[src/rtl/truth_table_sweeper.sv]
// Self-check harness: sweeps every stim vector into a small gate block and compares resp to EXPECTED.
// Optional build macro TTS_STOP_ON_FAIL_EN ends the sweep at the first mismatching vector.
module truth_table_sweeper #(
    parameter int                    N_IN     = 3,
    parameter int                    SETTLE   = 1,
    parameter logic [(2**N_IN)-1:0]  EXPECTED = 8'h0A
) (
    input  logic            clk,
    input  logic            rst,
    input  logic            start,
    input  logic            resp,
    output logic [N_IN-1:0] stim,
    output logic            busy,
    output logic            done,
    output logic            pass,
    output logic [N_IN:0]   err_count,
    output logic [N_IN-1:0] first_fail,
    output logic            first_fail_vld
);

    localparam logic [1:0] S_IDLE  = 2'd0;
    localparam logic [1:0] S_WAIT  = 2'd1;
    localparam logic [1:0] S_CHECK = 2'd2;
    localparam logic [1:0] S_FIN   = 2'd3;

    localparam int               CNT_W     = (SETTLE > 1) ? $clog2(SETTLE) : 1;
    localparam logic [CNT_W-1:0] CNT_LAST  = CNT_W'(SETTLE - 1);
    localparam logic [N_IN-1:0]  STIM_LAST = {N_IN{1'b1}};

    logic [1:0]       state_q, state_d;
    logic [CNT_W-1:0] cnt_q, cnt_d;
    logic [N_IN-1:0]  stim_q, stim_d;
    logic [N_IN:0]    err_count_q, err_count_d;
    logic [N_IN-1:0]  first_fail_q, first_fail_d;
    logic             first_fail_vld_q, first_fail_vld_d;
    logic             pass_q, pass_d;
    logic             busy_q, busy_d;
    logic             done_q, done_d;
    logic             mismatch_s;

    function automatic logic expected_bit(input logic [N_IN-1:0] vec);
        return EXPECTED[vec];
    endfunction

    // Compare the sampled response against the truth table entry for the current vector
    always_comb begin
        mismatch_s = resp ^ expected_bit(stim_q);
    end

    // Next-state and datapath updates for the sweep FSM
    always_comb begin
        state_d          = state_q;
        cnt_d            = cnt_q;
        stim_d           = stim_q;
        err_count_d      = err_count_q;
        first_fail_d     = first_fail_q;
        first_fail_vld_d = first_fail_vld_q;
        pass_d           = pass_q;
        busy_d           = busy_q;
        done_d           = 1'b0;
        case (state_q)
            S_IDLE: begin
                if (start) begin
                    stim_d           = {N_IN{1'b0}};
                    cnt_d            = {CNT_W{1'b0}};
                    err_count_d      = {(N_IN+1){1'b0}};
                    first_fail_d     = {N_IN{1'b0}};
                    first_fail_vld_d = 1'b0;
                    pass_d           = 1'b0;
                    busy_d           = 1'b1;
                    state_d          = S_WAIT;
                end else begin
                    state_d = S_IDLE;
                end
            end
            S_WAIT: begin
                cnt_d = cnt_q + CNT_W'(1);
                if (cnt_q == CNT_LAST) begin
                    state_d = S_CHECK;
                end else begin
                    state_d = S_WAIT;
                end
            end
            S_CHECK: begin
                if (mismatch_s) begin
                    err_count_d = err_count_q + (N_IN+1)'(1);
                    if (!first_fail_vld_q) begin
                        first_fail_d     = stim_q;
                        first_fail_vld_d = 1'b1;
                    end else begin
                        first_fail_d     = first_fail_q;
                        first_fail_vld_d = first_fail_vld_q;
                    end
                end else begin
                    err_count_d = err_count_q;
                end
`ifdef TTS_STOP_ON_FAIL_EN
                if (mismatch_s || (stim_q == STIM_LAST)) begin
`else
                if (stim_q == STIM_LAST) begin
`endif
                    // pass is resolved on entry to FIN so it is already valid alongside done
                    state_d = S_FIN;
                    done_d  = 1'b1;
                    pass_d  = (err_count_d == {(N_IN+1){1'b0}});
                end else begin
                    stim_d  = stim_q + N_IN'(1);
                    cnt_d   = {CNT_W{1'b0}};
                    state_d = S_WAIT;
                end
            end
            S_FIN: begin
                busy_d  = 1'b0;
                state_d = S_IDLE;
            end
            default: begin
                busy_d  = 1'b0;
                state_d = S_IDLE;
            end
        endcase
    end

    // State and output registers with synchronous reset
    always_ff @(posedge clk) begin
        if (rst) begin
            state_q          <= S_IDLE;
            cnt_q            <= {CNT_W{1'b0}};
            stim_q           <= {N_IN{1'b0}};
            err_count_q      <= {(N_IN+1){1'b0}};
            first_fail_q     <= {N_IN{1'b0}};
            first_fail_vld_q <= 1'b0;
            pass_q           <= 1'b0;
            busy_q           <= 1'b0;
            done_q           <= 1'b0;
        end else begin
            state_q          <= state_d;
            cnt_q            <= cnt_d;
            stim_q           <= stim_d;
            err_count_q      <= err_count_d;
            first_fail_q     <= first_fail_d;
            first_fail_vld_q <= first_fail_vld_d;
            pass_q           <= pass_d;
            busy_q           <= busy_d;
            done_q           <= done_d;
        end
    end

    assign stim           = stim_q;
    assign busy           = busy_q;
    assign done           = done_q;
    assign pass           = pass_q;
    assign err_count      = err_count_q;
    assign first_fail     = first_fail_q;
    assign first_fail_vld = first_fail_vld_q;

endmodule

[config.mk]
export PLATFORM = sky130hd
export DESIGN_NAME = truth_table_sweeper
export DESIGN_NICKNAME = d
export VERILOG_FILES = /design/src/rtl/truth_table_sweeper.sv
export SDC_FILE = /design/constraint.sdc
export NUM_CORES = 1
export LEC_CHECK = 0
export ABC_CLOCK_PERIOD_IN_PS = 4100
export BUFFER_PORTS_ARGS = -buffer_cell sky130_fd_sc_hd__buf_4
export CAP_MARGIN = 10
export CORE_MARGIN = 4
export CORE_UTILIZATION = 45
export CTS_CLUSTER_SIZE = 20
export DETAILED_ROUTE_END_ITERATION = 7
export PLACE_DENSITY = 0.8
export SYNTH_ARGS = -nofsm -noshare
export SYNTH_HDL_FRONTEND = slang
export SYNTH_SLANG_ARGS = --single-unit
[constraint.sdc]
create_clock -name clk -period 4.1 [get_ports clk]
set_clock_uncertainty 0.1 [all_clocks]
set_input_delay 0.82 -clock clk [delete_from_list [all_inputs] [get_ports clk]]
set_output_delay 0.82 -clock clk [all_outputs]
set_load 0.02 [all_outputs]
==> results.toml <==
[synthesis]
async_reset_ff_share_pct = 0
syn_area_sq_um = 877
synth_top_area_cell = "dfxtp_1"
synth_seq_cells = 18
netlist_instances = 99
avgSynthCellArea_sq_um = 8.86
synth_fp_nets = 106
ys_warn_count = 0
synthFlopType = "dfxtp_1"
ys_top_cells_by_area = "dfxtp_1, a21oi_1, o21ai_0, ha_1, nor2_1"
netlist-cell-type-count = 36
synth.top_cell.area_share_pct = 41.1
synth-edff-count = 0
ys_seq_area_share_pct = 41.1

[place]
placed_area_sq_um = 1020
place.gp.congestion = 0.812
place_ws_ns = 1.89
numPortBuffers = 17
hpwl_mm = 1.35

[global_routing]
globalRouteOverflowTotal = 0
grt_pass1_vias = 698
grt_pass1_wl_mm = 3.20
grt_util_all_layers_pct = 15.7
antenna_found_initial = 0
grt_max_degree = 19

[detailed_routing]
vias_per_cell = 5.37
vias = 752
drc_errors = 0
drt-total-wl_mm = 1.85
drt_first_pass_iters = 2
wire_per_inst_um = 13.2
first_iter_violations = 10
ant_nets = 0

[cts]
clock-sinks = 18
cts_root_buf = "clkbuf_4"
hold_buffers = 0
postCtsSetupBuffers = 0
tritoncts = "done"
ctsResizeCount = 0
cts.clk_slew.worst_paths_ns = 0.10
cts_max_path_buffers = 2
insertion_delay_ns = 0.28
cts_made_buffers = 3
cts.htree.levels = 1

[die]
fp-row-count = 15
dieArea_sq_um = 2720
core_area_sq_um = 1780
start_util_pct = 49.2
die_h_um = 52.2
io_pins = 18
die_w_um = 52.2

[sta]
tns_ns = 0
final_hold_viol_count = 0
final.setup.worst_slack_ns = 2.10
clock.fmax_mhz = 499
maxSlewViolCount = 0
hold_slack_ns = 0.380
timing.final.crit_share_pct = 48.9
setup-violations-final = 0
rsz0062_at_grt = "false"
min_period_ns = 2.00
relSlewSlack_pct = 69.0
worst_pin_slew_ns = 0.464

[power_and_ir_drop]
ir_worst_vdd_mv = 0.179
power.density_nw_per_um2 = 291
leakage_nw = 0.419
total_power_w = 0.000303

[critical_path]
cp_cell_sequence = "ha_1 -> ha_1 -> and2_1 -> or4_4 -> o22a_1 -> nor2_1"
path_max_fanout = 6
cp_slowest_cell = "or4_4"
r2r_start = "stim[0]"
worstPathArrival_ns = 2.13
cpPeakStageDelay_ns = 0.53
critical_path_required_ns = 4.23
reg2regPathDepth = 6
critical_path_class = "reg -> reg"
r2r_setup_slack_ns = 2.10
cp_common_cell = "ha_1"
startpoint_type = "flop"
path_buf_inv = 0
path_delay_family = "simple AND/OR/NAND/NOR gates"
worstSetupEndpointType = "flop"
critPathLaunch = "stim[0]"

[cells_and_area]
fill_cells = 165
finalInstanceArea_sq_um = 1040
area.sequential_sq_um = 360
area_growth_pct = 19.0
nets = 124
drive_gt1_share_pct = 22.6
multi_input_area_sq_um = 498
insertedDiodeCount = 0

[worst_hold_path]
hold_depth = 2
hp-class = "reg -> reg"
whs_endpoint = "first_fail[0]"
worstHoldStart = "first_fail[0]"

[run_status]
outcome = "finished clean"

[flow_run]
drv_cap = 0
==> power by group <==
part           switching [W]  total [W]  internal [W]
Combinational      0.0000189  0.0000329     0.0000140
Sequential        0.00000657   0.000185      0.000179
Clock              0.0000513  0.0000853     0.0000340
==> cell usage in the layout, fill, tap and decap left out, types with 2 or more instances in the layout <==
cell,n
o21ai_0,8
clkbuf_4,3
buf_4,17
nand4b_1,3
nor4b_1,2
nand2b_1,2
nor2_1,10
xnor2_1,2
nand2_1,5
a22oi_1,2
nor2b_1,2
nor3b_1,2
or2_1,2
dfxtp_1,18
a21oi_1,13
ha_1,3
==> through the flow <==
stage / instances / utilization [%]
after floorplan: 99 / -
after global placement: 137 / 57.3
after detailed placement: 137 / 57.3
after CTS: 140 / 58.5
after global routing: 140 / 58.5
final: 140 / 58.5
==> cell families after synthesis <==
family | share of synthesized area (%)
xor gates and xnor gates | 3.85
adders and majority gates | 4.28
muxes | 1.28
buffers and inverters | 2.14
DFF | 41.1
AOI/OAI and AO/OA | 21.8
and+or+nand+nor | 25.5
==> final cells by class <==
type / count / area share, %
clock buffers: 3 / 2.16
inverters: 1 / 0.360
multi-input cells: 76 / 47.7
flip-flops and latches: 18 / 34.5
well taps: 25 / 3.00
repair buffers: 17 / 12.2
==> synth_stat cells, types with 2 or more instances <==
cell / count
a21oi_1: 13
a22oi_1: 2
clkbuf_1: 4
dfxtp_1: 18
ha_1: 3
nand2_1: 5
nand2b_1: 2
nand4b_1: 3
nor2_1: 10
nor2b_1: 2
nor3b_1: 2
nor4b_1: 2
o21ai_0: 8
or2_1: 2
xnor2_1: 2
==> layer usage <==
layer	routed length [um]	vias to the layer above	GRT usage, %
met4	19	0	5.11
met2	857	11	25.9
li1	-	386	-
met3	68	2	4.01
met5	0	-	0
met1	901	353	19.8
==> worst register-to-register path, stage by stage (launching register included) <==
cell     delay [ns]
dfxtp_1        0.36
ha_1           0.22
ha_1           0.22
and2_1         0.23
or4_4          0.53
o22a_1         0.22
nor2_1         0.08
==> flip-flops by register name (all words and copies together), names as in the netlist, named ones only <==
name and count:
err_count 4, first_fail_vld 1, state_q 2, busy 1, done 1, stim 3
first_fail 3, pass 1, cnt_q 1
==> worst max-delay path by stage <==
stage / end / slack (ns) / cells after the start
2_1_floorplan: flop / 2.15 / 6
3_3_place_gp: pass / 2.01 / 5
3_5_place_dp: pass / 1.89 / 5
4_1_cts: flop / 2.10 / 6
5_1_grt: flop / 2.01 / 6
6_report: flop / 2.10 / 6
No activity file was read; power rests on OpenSTA's default activity.
